[config.mk]
export PLATFORM = sky130hd
export DESIGN_NAME = wb_wavelet_bridge
export DESIGN_NICKNAME = d
export VERILOG_FILES = /design/src/rtl/wb_wavelet_bridge.sv
export SDC_FILE = /design/constraint.sdc
export NUM_CORES = 1
export LEC_CHECK = 0
export CAP_MARGIN = 0
export CORE_MARGIN = 2
export CORE_UTILIZATION = 57
export CTS_CLUSTER_DIAMETER = 200
export DETAILED_ROUTE_END_ITERATION = 10
export DONT_BUFFER_PORTS = 1
export PLACE_DENSITY_LB_ADDON = 0.2
export SLEW_MARGIN = 20
export SYNTH_ARGS = -nofsm -noshare
export SYNTH_HDL_FRONTEND = slang
export SYNTH_SLANG_ARGS = --single-unit
[constraint.sdc]
create_clock -name wb_clk_i -period 7.69 [get_ports wb_clk_i]
set_clock_uncertainty 0.1 [all_clocks]
set_input_delay 0 -clock wb_clk_i [delete_from_list [all_inputs] [get_ports wb_clk_i]]
set_output_delay 0 -clock wb_clk_i [all_outputs]
set_load 0.01 [all_outputs]
[src/rtl/wb_wavelet_bridge.sv]
// Wishbone classic responder that streams 8-bit samples to the wavelet core
// through a first-word-fall-through FIFO and captures the core's results.
//
// state  | meaning
// S_IDLE | waiting for an in-window strobe; register side effects commit on exit
// S_ACK  | ack high for one cycle with registered read data
// S_WAIT | hold until the strobe drops so each strobe receives one ack

module wb_wavelet_bridge #(
    parameter logic [31:0] BASE_ADDR  = 32'h3000_0000,
    parameter int unsigned FIFO_DEPTH = 8
) (
    input  logic        wb_clk_i,
    input  logic        wb_rst_i,
    input  logic        wbs_stb_i,
    input  logic        wbs_cyc_i,
    input  logic        wbs_we_i,
    input  logic [3:0]  wbs_sel_i,
    input  logic [31:0] wbs_adr_i,
    input  logic [31:0] wbs_dat_i,
    output logic        wbs_ack_o,
    output logic [31:0] wbs_dat_o,
    output logic [7:0]  sample_o,
    output logic        sample_valid_o,
    input  logic        sample_ready_i,
    input  logic [7:0]  result_i,
    input  logic        result_valid_i,
    output logic        irq_o
);
    localparam int unsigned AW    = $clog2(FIFO_DEPTH);
    localparam int unsigned CNT_W = AW + 1;

    typedef enum logic [1:0] {
        S_IDLE = 2'd0,
        S_ACK  = 2'd1,
        S_WAIT = 2'd2
    } state_t;

    state_t r_state, w_state_nxt;
    logic   w_ack, w_take, w_req;

    logic             r_enable, r_irq_en, r_overflow, r_res_valid, r_res_lost;
    logic [7:0]       r_result;
    logic [31:0]      r_dat;
    logic [7:0]       r_mem [FIFO_DEPTH];
    logic [AW-1:0]    r_rd_ptr, r_wr_ptr;
    logic [CNT_W-1:0] r_count;

    logic [1:0]  w_off;
    logic        w_wr, w_rd, w_ctrl_wr, w_flush, w_stat_wr, w_push, w_res_rd;
    logic        w_empty, w_full, w_valid, w_pop, w_push_ok, w_ovf_set;
    logic [31:0] w_rdata;
    logic        w_unused;

    assign w_req = wbs_stb_i & wbs_cyc_i & (wbs_adr_i[31:4] == BASE_ADDR[31:4]);

    always_ff @(posedge wb_clk_i) begin
        if (wb_rst_i) r_state <= S_IDLE;
        else          r_state <= w_state_nxt;
    end

    always_comb begin
        w_state_nxt = r_state;
        w_ack       = 1'b0;
        w_take      = 1'b0;
        unique case (r_state)
            S_IDLE: if (w_req) begin
                w_take      = 1'b1;
                w_state_nxt = S_ACK;
            end
            S_ACK: begin
                w_ack       = 1'b1;
                w_state_nxt = S_WAIT;
            end
            S_WAIT: if (!wbs_stb_i) w_state_nxt = S_IDLE;
            default: w_state_nxt = S_IDLE;
        endcase
    end

    assign w_off     = wbs_adr_i[3:2];
    assign w_wr      = w_take & wbs_we_i & wbs_sel_i[0];
    assign w_rd      = w_take & ~wbs_we_i;
    assign w_ctrl_wr = w_wr & (w_off == 2'd0);
    assign w_flush   = w_ctrl_wr & wbs_dat_i[1];
    assign w_stat_wr = w_wr & (w_off == 2'd1);
    assign w_push    = w_wr & (w_off == 2'd2);
    assign w_res_rd  = w_rd & (w_off == 2'd3);

    assign w_empty   = (r_count == '0);
    assign w_full    = (r_count == CNT_W'(FIFO_DEPTH));
    assign w_valid   = r_enable & ~w_empty;
    assign w_pop     = w_valid & sample_ready_i;
    // A pop on the same edge frees the slot, so a full FIFO still takes the push.
    assign w_push_ok = w_push & (~w_full | w_pop);
    assign w_ovf_set = w_push & w_full & ~w_pop & ~w_flush;

    always_ff @(posedge wb_clk_i) begin
        if (wb_rst_i) begin
            r_rd_ptr <= '0;
            r_wr_ptr <= '0;
            r_count  <= '0;
            for (int i = 0; i < FIFO_DEPTH; i++) r_mem[i] <= '0;
        end else if (w_flush) begin
            r_rd_ptr <= '0;
            r_wr_ptr <= '0;
            r_count  <= '0;
        end else begin
            if (w_pop) r_rd_ptr <= r_rd_ptr + AW'(1);
            if (w_push_ok) begin
                r_mem[r_wr_ptr] <= wbs_dat_i[7:0];
                r_wr_ptr        <= r_wr_ptr + AW'(1);
            end
            if (w_push_ok && !w_pop)      r_count <= r_count + CNT_W'(1);
            else if (!w_push_ok && w_pop) r_count <= r_count - CNT_W'(1);
        end
    end

    always_ff @(posedge wb_clk_i) begin
        if (wb_rst_i) begin
            r_enable    <= 1'b0;
            r_irq_en    <= 1'b0;
            r_overflow  <= 1'b0;
            r_res_valid <= 1'b0;
            r_res_lost  <= 1'b0;
            r_result    <= '0;
        end else begin
            if (w_ctrl_wr) begin
                r_enable <= wbs_dat_i[0];
                r_irq_en <= wbs_dat_i[2];
            end
            if (w_ovf_set)                          r_overflow <= 1'b1;
            else if (w_stat_wr && wbs_dat_i[11])    r_overflow <= 1'b0;
            // A result landing with the RESULT read replaces the value without loss.
            if (result_valid_i) begin
                r_result    <= result_i;
                r_res_valid <= 1'b1;
            end else if (w_res_rd) begin
                r_res_valid <= 1'b0;
            end
            if (result_valid_i && r_res_valid && !w_res_rd) r_res_lost <= 1'b1;
            else if (w_stat_wr && wbs_dat_i[12])            r_res_lost <= 1'b0;
        end
    end

    always_comb begin
        w_rdata = '0;
        unique case (w_off)
            2'd0: begin
                w_rdata[0] = r_enable;
                w_rdata[2] = r_irq_en;
            end
            2'd1: begin
                w_rdata[7:0] = 8'(r_count);
                w_rdata[8]   = w_empty;
                w_rdata[9]   = w_full;
                w_rdata[10]  = r_res_valid;
                w_rdata[11]  = r_overflow;
                w_rdata[12]  = r_res_lost;
            end
            2'd3:    w_rdata[7:0] = r_result;
            default: w_rdata = '0;
        endcase
    end

    always_ff @(posedge wb_clk_i) begin
        if (wb_rst_i) r_dat <= '0;
        else          r_dat <= w_rd ? w_rdata : '0;
    end

    assign wbs_ack_o      = w_ack;
    assign wbs_dat_o      = r_dat;
    assign sample_o       = r_mem[r_rd_ptr];
    assign sample_valid_o = w_valid;
    assign irq_o          = r_irq_en & r_res_valid;

    assign w_unused = ^{wbs_sel_i[3:1], wbs_adr_i[1:0], wbs_dat_i[31:13], wbs_dat_i[10:8]};

endmodule

### Word level (Yosys, flattened, before mapping)

Memory sizes are Yosys's and may differ from the RTL's. A register that Yosys moved wholly into a read port is not among the register bits.
Cells that the tools add are included.

* reduce and logical (&&, ||, !) cells: 21
* bitwise operators: 25
* add/subtract/negate cells: 4
* equal/unequal tests: 9
* mux-type cells: 29

Operators with widths (number)
* $eq 28x26->1 const B: 1
* $and 1x1->1: 17
* $mux 1: 16
* $pmux 5 s2: 1
* $mux 3: 3
* $mux 4: 2
* $mux 8: 1
* $reduce_bool 2->1: 4
* $reduce_or 8->1: 1
* $not 1->1: 7
* $add 3x1->3 const B: 2
* $eq 2x2->1 const B: 3
* $logic_and 1x1->1: 6
* $pmux 1 s3: 2
* $pmux 2 s3: 1
* $add 4x1->4 const B: 1
* $eq 2x1->1 const B: 2
* $eq 4x4->1 const B: 1
* $logic_not 2->1: 2
* $logic_not 4->1: 1
* $mux 2: 2
* $ne 2x2->1 const B: 2
* $reduce_or 2->1: 2
* $sub 4x1->4 const B: 1
* 5 further kinds: 7

* memories: 1
* word-level logic and storage cells: 102
* register bits after elaboration: 57
* output and inout bits: 43
* memory bits (writable): 64

Memories
* r_mem: words 8, bits a word 8, read ports 1, clocked after memory_dff 1, write ports 8, line 45 `logic [7:0] r_mem [FIFO_DEPTH];`

### Longest topological paths before layout

Gate-level depths: netlist (run 1).

* depth in word-level cells: 14
* mapped depth: 13
* gate-level depth less buffers: 12

### Worst setup path after synthesis (run 1)

OpenSTA, ideal clock, no wires.

* path kind: register -> register
* from: register r_count[0]
* to: register r_count[3]
* path slack: 4945 ps
* data required time: 7520 ps
* arrival time: 2575 ps
* stages on the path, launching flop included: 13
* period minus slack after synthesis: 2745 ps
* cells stage by stage: dfxtp_1 nor4b_2 a2111oi_2 nand3_2 clkinv_2 ha_1 inv_1 ha_1 a21o_1 a21oi_1 xnor2_1 or3_1 a21oi_1

* cells in the longest elaborated chain, start to end: 9

RTL lines
* start, declared: line 47 `logic [CNT_W-1:0] r_count;`
* start signal, assigned: line 113 `if (w_push_ok && !w_pop) r_count <= r_count + CNT_W'(1);`
* start signal, assigned: line 114 `else if (!w_push_ok && w_pop) r_count <= r_count - CNT_W'(1);`
* $logic_not 4->1: line 89 `assign w_empty = (r_count == '0);`
* $not 1->1: line 91 `assign w_valid = r_enable & ~w_empty;`
* $and 1x1->1: line 91
* $and 1x1->1: line 92 `assign w_pop = w_valid & sample_ready_i;`
* $or 1x1->1: line 94 `assign w_push_ok = w_push & (~w_full | w_pop);`
* $and 1x1->1: line 94
* $logic_not 1->1: line 114
* $logic_and 1x1->1: line 114
* $reduce_bool 2->1 (no source line)

Several ways; a longest one is shown, not always the timed one. The select of a mux whose other input is x is not followed.
A chain may end at the register's enable or synchronous reset.

### Worst setup path in the final report (run 1)

* from: input port wbs_adr_i[30]
* to: register r_count[3]

* cells in the longest elaborated chain, start to end: 11

RTL lines
* start, declared: line 19 `input logic [31:0] wbs_adr_i,`
* $eq 28x26->1 (*): line 55 `assign w_req = wbs_stb_i & wbs_cyc_i & (wbs_adr_i[31:4] == BASE_ADDR[31:4]);`
* $and 1x1->1 (*): line 55
* $mux 1 (*): line 67 `S_IDLE: if (w_req) begin`
* $mux 1 (*): line 66 `unique case (r_state)`
* $and 1x1->1 (*) (2 in a row): line 81 `assign w_wr = w_take & wbs_we_i & wbs_sel_i[0];`
* $and 1x1->1: line 86 `assign w_push = w_wr & (w_off == 2'd2);`
* $and 1x1->1: line 94
* $logic_not 1->1: line 114
* $logic_and 1x1->1: line 114
* $reduce_bool 2->1 (no source line)

Mark *: on every way between the ends. The rest lies on a longest branch, timed or not.

==> summary.txt, run 1 <==
Global routing
  – Largest net degree at the start of global routing: 35
  – Vias in the first global route: 3144
  – Initial antenna violation count: 0
  – GRT Total Usage: 24.14%
  – First-pass GRT wire length: between 15000 and 20000 um
  – GR Overflow Total: 0

Layout
  – Commonest cells after routing, fill and taps aside: nor2_1 (67), edfxtp_1 (64), dfxtp_1 (40), dlygate4sd3_1 (34), nor3_1 (25)
  – Post-route cell area: 5305 um2
  – Area grow syn2layout: 11.43%
  – Antenna diodes: 0
  – Share of cells above drive strength 1: 13.52%
  – Commonest non-fill, non-tap cell in the layout: nor2_1
  – # fillers: 652
  – Area taken by multi-input logic gates: 1838 um2
  – Layout Nets: 513
  – Seq. cell area: 2744 um2

Clocking
  – Clk root buf: clkbuf_8
  – Worst skew pair latency: 0.37 ns
  – Post-CTS Setup Inserts: 0
  – CTS clock-pin slew for the worst setup and hold paths: 0.10 ns
  – Post-CTS resize count: 0
  – Cts bufs inserted: 9
  – H-tree levels: 3
  – Clock tree buffer depth: 2
  – TritonCTS Sinks: 105
  – CTS tree: yes
  – Hold buffer count at cts: 34

Worst setup path
  – Worst Path Buf+Inv: 4
  – Worst R2R Setup Slack: about 3.9 ns
  – Max FO, Critical Path: 34
  – Critical Path AT: 4.04 ns
  – Startpoint Class: primary input
  – Kind of critical path: primary input to register
  – Req. time, crit path: 7.89 ns
  – Largest stage delay, worst path: 0.59 ns
  – Worst r2r src: r_count[0]$_SDFFE_PP0P_
  – Crit path launch: wbs_adr_i[30]
  – CP endpoint kind: register
  – Crit-path cells: dlygate4sd3_1 > nor4_1 > dlygate4sd3_1 > and4_4 > nand3_2 > clkinv_2 > ha_1 > inv_1 > ha_1 > a21o_1 > a21oi_1 > xnor2_1 > or3_1 > a21oi_1
  – Slowest-stage cell, CP: dlygate4sd3_1
  – Top delay family on crit path: buffers and inverters

Timing
  – Setup TNS: 0 ns
  – Max_slew headroom: around two fifths
  – Slew Viols, Final: 0
  – Final setup viols: 0
  – RSZ-0062 raised after global routing: false
  – Worst Tran Pin Value: 0.9019 ns
  – Fin. Hold Viols: 0
  – F_max: roughly 260 MHz
  – Period utilization: 50.05%
  – Minimum hold slack: 0.01147 ns
  – Min Tclk post-route: 3.849 ns

Yosys
  – Mean post-synth cell area: about 12 um2
  – Main synth FF type: edfxtp_1
  – Share of the synthesized area in the top cell type: about two fifths
  – Area leader, netlist: edfxtp_1
  – Mapped Cells: 394
  – Synthesized cell area: 4761 um2
  – Post-synthesis sequential area ratio: 57.61%
  – Seq cells post-synth: 105
  – Synth warn: 0
  – Number of synthesized flops with an enable pin: 64
  – Synth cell types: 49
  – FFs w/ async S/R, synth: 0%
  – Top cells by area, synth: edfxtp_1 (40%), dfxtp_1 (17%), mux4_2 (7.6%), nor2_1 (5.3%), buf_4 (3.0%)

Floorplan
  – Chip width: around 95 um
  – Initial Utilization: 58.23%
  – Die area: 9099 um2
  – Num ports: ~130
  – Core Area: 8175 um2
  – FP Rows: 33
  – Die Height: 95.39 um

Detailed routing
  – Vias/cell: 5.843
  – Antenna viol nets, final: 0
  – Vias: approximately 3.1k
  – Drc violations: 0
  – Final WL: 10270 um
  – Mean routed wirelength per cell: 19.22 um
  – Initial DRC count: 187
  – Initial DRT Pass Iterations: 4

Placement
  – Port bufs: 0
  – DP Area: 4777 um2
  – Final HPWL DP: 6760 um
  – RePlAce Congestion: 0.7619

Flow run
  – MaxCap Viol Count: 0

Pwr
  – Max VDD drop: 119.9 uV
  – P per Cell Area: 188.6 nW/um2
  – Leakage: 1.855 nW

Status
  – Status: completed

Hold path
  – Hold Path Origin: wbs_dat_i[4]
  – HP Class: primary input to register
routing by layer:
metal | vias to the layer above | part of all wire (%) | track usage (%)
met4 | 0 | 2.2 | 9.643
li1 | 1452 | - | -
met1 | 1540 | 38 | 28.79
met2 | 112 | 52 | 42.55
met3 | 16 | 7.5 | 5.217
met5 | - | 0 | 0
through the flow:
step                instances  utilization [%]  setup WS, ns  power (W)
CTS                       534            64.88         3.893   0.001004
finish                    534            64.89         3.841   0.001001
detailed placement        484            58.43         4.012  0.0006641
floorplan                 412                -         4.945  0.0006638
global placement          484            58.43         4.030  0.0006622
global route              534            64.89         3.553   0.001032
Yosys cell counts (2+ instances only):
master	count
a31oi_1	2
mux2i_1	14
a22o_1	2
nand3_2	4
and4_4	2
nand2_1	19
buf_4	19
nand3_1	5
clkbuf_1	11
o21ai_0	10
dfxtp_1	41
nor2_1	67
nor2b_1	4
nand3b_1	3
ha_1	5
nor4_2	2
nor3_1	25
a21oi_1	8
xor2_1	2
or3_1	3
mux2_2	8
and2_1	10
xnor2_1	4
nor4b_2	3
buf_1	3
edfxtp_1	64
inv_1	6
mux4_2	16
buf_2	5
nor4_1	6
nand2b_1	3
logic make-up after synthesis:
group	after synthesis	synth area share [%]
other	1	0.07877
adder cells (fa/ha/maj)	6	1.735
AO/OA/AOI/OAI	30	4.048
multiplexers	38	12.40
AND/OR/NAND/NOR	163	17.82
XOR/XNOR	6	1.104
flip-flops	105	57.61
buffers and inverters	45	5.204
path summary, 6_finish.rpt:
check,cells after the start,endpoint
worst min register to register,1,wbs_dat_o[12]$_SDFF_PP0_
worst max register to register,12,r_count[3]$_SDFFE_PP0P_
worst max-delay path,14,r_count[3]$_SDFFE_PP0P_
worst min-delay path,2,r_mem[1][4]$_SDFFCE_PN0P_
sequential cells by signal, summed over array words and instances, names as in the netlist, named ones only:
register / cells
r_state: 2
r_res_lost: 1
r_irq_en: 1
r_overflow: 1
r_enable: 1
r_wr_ptr: 3
r_res_valid: 1
wbs_dat_o: 13
r_count: 4
r_rd_ptr: 3
r_mem: 64
r_result: 8
worst reg2reg max path: cells and delay by family (launching register included):
kind / cells / cell delay [ns]
AO/OA/AOI/OAI: 4 / 0.92
XOR/XNOR: 1 / 0.09
adder cells (fa/ha/maj): 2 / 0.52
buffers and inverters: 2 / 0.52
flip-flops: 1 / 0.50
AND/OR/NAND/NOR: 3 / 1.05
final cells by class:
cell class,instances,share of cell area (%)
multi-input combinational,262,34.65
timing repair buffer,39,7.123
tap,105,2.476
clock buffer,10,2.406
clock inverter,6,1.108
sequential,105,51.72
inverter,7,0.5189
power breakdown:
part	leakage, nW	switching, W	total (W)	internal, W
Sequential	0.995	0.00000458	0.000613	0.000609
Combinational	0.771	0.0000307	0.0000531	0.0000224
Clock	0.0897	0.000186	0.000334	0.000149
(Power assumes the default switching activity.)
==> run 2, diff against run 1 <==
--- a/config.mk
+++ b/config.mk
@@ -5,6 +5,7 @@
 export SDC_FILE = /design/constraint.sdc
 export NUM_CORES = 1
 export LEC_CHECK = 0
+export ABC_AREA = 1
 export CAP_MARGIN = 0
 export CORE_MARGIN = 2
 export CORE_UTILIZATION = 57
==> constraint.sdc (replaced) <==
create_clock -name wb_clk_i -period 3.25 [get_ports wb_clk_i]
set_clock_uncertainty 0.1 [all_clocks]
set_input_delay 0 -clock wb_clk_i [delete_from_list [all_inputs] [get_ports wb_clk_i]]
set_output_delay 0 -clock wb_clk_i [all_outputs]
set_load 0.01 [all_outputs]
==> summary.txt, run 2 <==
Global routing
  – Vias in the first global route: roughly 3.6k
  – Initial antenna violation count: 0
  – GRT Total Usage: 25.41%
  – First-pass GRT wire length: between 15000 and 20000 um
  – GR Overflow Total: 0
  – Largest net degree at the start of global routing: 33

Timing
  – Setup TNS: 0 ns
  – F_max: 325.1 MHz
  – Final setup viols: 0
  – Fin. Hold Viols: 0
  – Max_slew headroom: 41.56%
  – Worst Tran Pin Value: 0.8757 ns
  – Min Tclk post-route: 3.076 ns
  – RSZ-0062 raised after global routing: false
  – Slew Viols, Final: 0
  – Period utilization: 94.63%
  – Final WS setup: 0.1744 ns

Hold path
  – HP Class: primary input to register
  – Hold Path Stages: 7

Yosys
  – FFs w/ async S/R, synth: 0%
  – Mean post-synth cell area: 8.854 um2
  – Area leader, netlist: edfxtp_1
  – Mapped Cells: between 500 and 600
  – Share of the synthesized area in the top cell type: 40.27%
  – Top cells by area, synth: edfxtp_1 (40%), dfxtp_1 (17%), nor2_1 (14%), o21ai_0 (4.5%), nand2_1 (4.4%)
  – Seq cells post-synth: roughly 110
  – Main synth FF type: edfxtp_1
  – Number of synthesized flops with an enable pin: 64
  – Synth warn: 0
  – Post-synth top cells: nor2_1 (177), edfxtp_1 (64), nand2_1 (56), inv_1 (44), o21ai_0 (43)
  – Synthesized cell area: 4772 um2
  – Post-synthesis sequential area ratio: between 50% and 60%
  – Count leader, synth: nor2_1
  – Synth cell types: 30

Detailed routing
  – Initial DRC count: 195
  – Mean routed wirelength per cell: roughly 16 um
  – Drc violations: 0
  – Final WL: 11060 um
  – Initial DRT Pass Iterations: 5
  – Antenna viol nets, final: 0
  – Vias: 3706
  – Vias/cell: 5.402

Worst setup path
  – Max FO, Critical Path: 4
  – Critical Path AT: 3.23 ns
  – Critical Path Sink: r_overflow$_SDFFE_PP0P_
  – RR Endpoint: r_count[3]$_SDFFE_PP0P_
  – Req. time, crit path: ~3.4 ns
  – Worst r2r src: r_count[0]$_SDFFE_PP0P_
  – R2R cell count: 15
  – Kind of critical path: primary input to register
  – Startpoint Class: primary input
  – CP endpoint kind: register
  – Crit path launch: wbs_adr_i[12]
  – Worst R2R Setup Slack: 0.50 ns

Floorplan
  – Initial Utilization: between 50% and 60%
  – Core Area: 8175 um2
  – FP Rows: 33
  – Chip width: 95.50 um
  – Die Height: about 96 um
  – Die area: 9120 um2
  – Num ports: ~130

Pwr
  – P per Cell Area: approximately 460 nW/um2
  – Power, Total: 0.002467 W
  – Leakage: 2.146 nW
  – Max VDD drop: around 240 uV

Clocking
  – Clk root buf: clkbuf_8
  – TritonCTS Sinks: 105
  – H-tree levels: 3
  – CTS clock-pin slew for the worst setup and hold paths: 0.10 ns
  – Clock tree buffer depth: 2
  – Worst skew pair latency: 0.36 ns
  – Cts bufs inserted: 9
  – CTS tree: yes

Layout
  – Layout Nets: 665
  – Commonest cells after routing, fill and taps aside: nor2_1 (176), edfxtp_1 (64), nand2_1 (56), inv_1 (44), o21ai_0 (43)
  – Fin util: 65.90%
  – Largest register FFs: 64
  – Antenna diodes: 0
  – Area grow syn2layout: 12.90%
  – Commonest non-fill, non-tap cell in the layout: nor2_1
  – Largest register by flop count: r_mem
  – Fin cells: slightly below 700
  – Share of cells above drive strength 1: 6.196%

Placement
  – Pre-CTS setup slack: 0.4784 ns
  – Port bufs: 0
  – Final HPWL DP: 7075 um
  – Placed insts: 632
  – RePlAce Congestion: 0.9107

Status
  – Status: completed

Flow run
  – MaxCap Viol Count: 0
[run 2: changes by cell type after synthesis, sizes merged, moves of 14 or more]
cell / delta
nor2: +114
nand2: +41
inv: +39
o21ai: +33
nor3: -20
mux4: -16
mux2i: -14
[run 2: how the worst min path moves through the flow]
stage	start	endpoint	slack, ns
final	wbs_we_i	r_wr_ptr[2]$_SDFFE_PP0N_	0.05
after global routing	wbs_we_i	r_wr_ptr[2]$_SDFFE_PP0N_	0.07
after CTS	wbs_we_i	r_wr_ptr[2]$_SDFFE_PP0N_	0.04
after detailed placement	wb_rst_i	r_state[1]$_SDFFE_PP0P_	-0.03
after global placement	wb_rst_i	r_res_valid$_SDFFE_PP0P_	-0.03
after floorplan	wb_rst_i	r_overflow$_SDFFE_PP0P_	-0.03
[run 2: layer usage]
layer	vias to the layer above	wire length (um)	GRT usage, %
li1	1793	-	-
met1	1743	4323	28.72
met2	151	5813	45.89
met3	19	737	6.245
met4	0	187	10.24
met5	-	0	0
[run 2: worst max-delay path, stage by stage]
cell and delay, ns:
dlygate4sd3_1 0.54, nor2_1 0.09, dlygate4sd3_1 0.55, nand2_1 0.06, nor2_1 0.10, nand2_1 0.10, nor2_4 0.16, buf_4 0.14
nand2_1 0.06, nor2_1 0.14, nand2_1 0.06, dlygate4sd3_1 0.56, nand2_1 0.06, a21oi_1 0.05, dlygate4sd3_1 0.56
[run 2: report_power, final]
| group | internal [W] | switching (W) | leakage (nW) |
|---|---|---|---|
| clock network | 0.000432 | 0.000436 | 0.0994 |
| logic | 0.0000430 | 0.0000893 | 1.09 |
| registers | 0.00145 | 0.0000141 | 0.953 |
[run 2: cell type report]
class / count / area [um2]
Clock buffer: 9 / 123.9
Clock inverter: 7 / 92.59
Fill cell: 662 / 2788
Inverter: 48 / 180.2
Multi-Input combinational cell: 372 / 1727
Sequential cell: 105 / 2743
Tap cell: 105 / 131.4
Timing Repair Buffer: 40 / 390.4
[run 2: through the flow]
stage,hold slack [ns],instance area [um2]
final,0.04829,5388
after global placement,-0.03005,4793
after detailed placement,-0.02650,4793
after floorplan,-0.03093,4840
after global routing,0.06973,5388
after CTS,0.04120,5370
[run 2: repair_timing]
| item | in CTS | in global routing |
|---|---|---|
| setup endpoints to repair | 0 | 1 |
| hold endpoints to repair | 98 | 0 |
| setup buffers | 0 | 2 |
| hold buffers | 36 | 0 |
| resized for setup | 0 | 1 |
[run 2: cell families (layout without fill, tap and decap cells)]
kind of cell | after synthesis | count (layout) | share of synthesized area, %
other cells | 1 | 19 | 0.07858
flops | 105 | 105 | 57.47
compound gates | 78 | 78 | 8.731
simple gates | 264 | 264 | 23.26
buf+inv | 80 | 104 | 7.813
xor+xnor | 5 | 5 | 0.9178
fa+ha+maj | 6 | 6 | 1.730
==> run 3, diff against run 2 <==
--- a/config.mk
+++ b/config.mk
@@ -5,7 +5,7 @@
 export SDC_FILE = /design/constraint.sdc
 export NUM_CORES = 1
 export LEC_CHECK = 0
-export ABC_AREA = 1
+export ABC_AREA = 0
 export CAP_MARGIN = 0
 export CORE_MARGIN = 2
 export CORE_UTILIZATION = 57
==> summary.txt, run 3 (synthesis results as in run 1) <==
Worst setup path
  – Kind of critical path: primary input to register
  – Req. time, crit path: 3.48 ns
  – Worst R2R Setup Slack: 0.28 ns
  – R2R cell count: 12
  – CP endpoint kind: register
  – Startpoint Class: primary input
  – Crit path launch: wbs_adr_i[30]
  – Worst r2r src: r_count[0]$_SDFFE_PP0P_
  – RR Endpoint: r_count[3]$_SDFFE_PP0P_
  – Critical Path AT: 3.34 ns
  – Critical Path Sink: r_overflow$_SDFFE_PP0P_
  – Max FO, Critical Path: 10

Clocking
  – CTS clock-pin slew for the worst setup and hold paths: 0.10 ns
  – Cts bufs inserted: 9
  – Clock tree buffer depth: 2
  – CTS tree: yes
  – Post-CTS resize count: 0
  – Clk root buf: clkbuf_8
  – Hold buffer count at cts: 34
  – Worst skew pair latency: 0.37 ns
  – H-tree levels: 3
  – Post-CTS Setup Inserts: 0
  – TritonCTS Sinks: 105

Floorplan
  – Core Area: 8175 um2
  – Die area: 9099 um2
  – Die Height: 95.39 um
  – Initial Utilization: between 50% and 60%
  – Chip width: 95.39 um
  – Num ports: 126
  – FP Rows: 33

Global routing
  – Initial antenna violation count: 0
  – Vias in the first global route: 3183
  – Largest net degree at the start of global routing: 34
  – GRT Total Usage: about a quarter
  – First-pass GRT wire length: 16290 um
  – GR Overflow Total: 0

Timing
  – Worst Tran Pin Value: between 0.8 and 0.9 ns
  – RSZ-0062 raised after global routing: false
  – Period utilization: 95.84%
  – Slew Viols, Final: 0
  – Setup TNS: 0 ns
  – Max_slew headroom: 46.15%
  – F_max: 321.0 MHz
  – Min Tclk post-route: 3.115 ns
  – Fin. Hold Viols: 0
  – Final setup viols: 0

Pwr
  – P per Cell Area: approximately 450 nW/um2
  – Power, Total: 0.002391 W
  – Max VDD drop: 290.9 uV
  – Leakage: 1.883 nW

Layout
  – Largest register FFs: 64
  – Antenna diodes: 0
  – Share of cells above drive strength 1: 14.91%
  – Commonest non-fill, non-tap cell in the layout: nor2_1
  – Largest register by flop count: r_mem
  – Layout Nets: 520
  – Area grow syn2layout: 12.69%
  – Commonest cells after routing, fill and taps aside: nor2_1 (67), edfxtp_1 (64), dfxtp_1 (41), dlygate4sd3_1 (34), nor3_1 (25)
  – Post-route cell area: 5365 um2

Detailed routing
  – Initial DRT Pass Iterations: 5
  – Final WL: 10300 um
  – Mean routed wirelength per cell: 19.04 um
  – Initial DRC count: 193
  – Drc violations: 0
  – Vias: slightly above 3k
  – Vias/cell: 5.732
  – Antenna viol nets, final: 0

Hold path
  – HP Class: primary input to register

Placement
  – DP Area: 4830 um2
  – RePlAce Congestion: approximately 0.78
  – Port bufs: 0
  – Final HPWL DP: a little under 7000 um

Flow run
  – MaxCap Viol Count: 0

Status
  – Status: completed
==> run 3: cell count changes in the layout (fill, tap and decap cells not counted), sizes merged, moves of 9 or more <==
cell,change
nor2,-114
nand2,-41
inv,-40
o21ai,-33
nor3,+20
mux4,+16
mux2i,+14
and2,+10
a31oi,-9
==> run 3: worst min path at each step <==
stage	startpoint	to	slack, ns	cells past startpoint
finish	wbs_adr_i[2]	r_wr_ptr[1]$_SDFFE_PP0N_	0.00008	5
detailed placement	wb_rst_i	r_res_valid$_SDFFE_PP0P_	-0.02	1
global route	wbs_dat_i[7]	r_mem[3][7]$_SDFFCE_PN0P_	0.03	2
CTS	wbs_adr_i[2]	r_wr_ptr[1]$_SDFFE_PP0N_	0.002	5
floorplan	wbs_dat_i[0]	r_enable$_SDFFE_PP0N_	0.04	2
global placement	wb_rst_i	r_res_valid$_SDFFE_PP0P_	-0.03	1
==> run 3: layout make-up <==
cell class,instances,area [um2]
well taps,105,131.4
repair buffers,46,430.4
multi-input cells,262,1838
fillers,599,2810
inverters,7,27.53
clock inverters,7,71.32
flip-flops and latches,105,2743
clock buffers,9,123.9
==> run 3: critical path, stage by stage <==
cell and delay [ns]:
dlygate4sd3_1 0.55, nor4_1 0.16, dlygate4sd3_1 0.58, and4_4 0.25, nand2_2 0.14, or4_1 0.51
dlygate4sd3_1 0.56, nand2_1 0.06, dlygate4sd3_1 0.54
==> run 3: layer usage <==
layer	up-vias	share of wire (%)	track usage, %
met5	-	0	0
li1	1469	-	-
met2	121	51	42.14
met1	1481	39	28.61
met4	0	3.6	11.67
met3	30	6.6	5.929
==> run 3: power by group <==
group	leakage (nW)	internal (W)	switching (W)
logic	0.799	0.0000579	0.0000743
clock network	0.0890	0.000354	0.000452
registers	0.995	0.00144	0.0000122
==> run 3: stage by stage <==
stage	utilization [%]	hold WS, ns	worst slack [ns]	cells
global placement	59.08	-0.02815	0.3948	491
detailed placement	59.08	-0.02465	0.2758	491
global route	65.63	0.03500	0.01514	541
finish	65.63	0.00007813	0.1352	541
CTS	65.63	0.001956	0.1552	541
floorplan	-	0.04394	0.5048	412
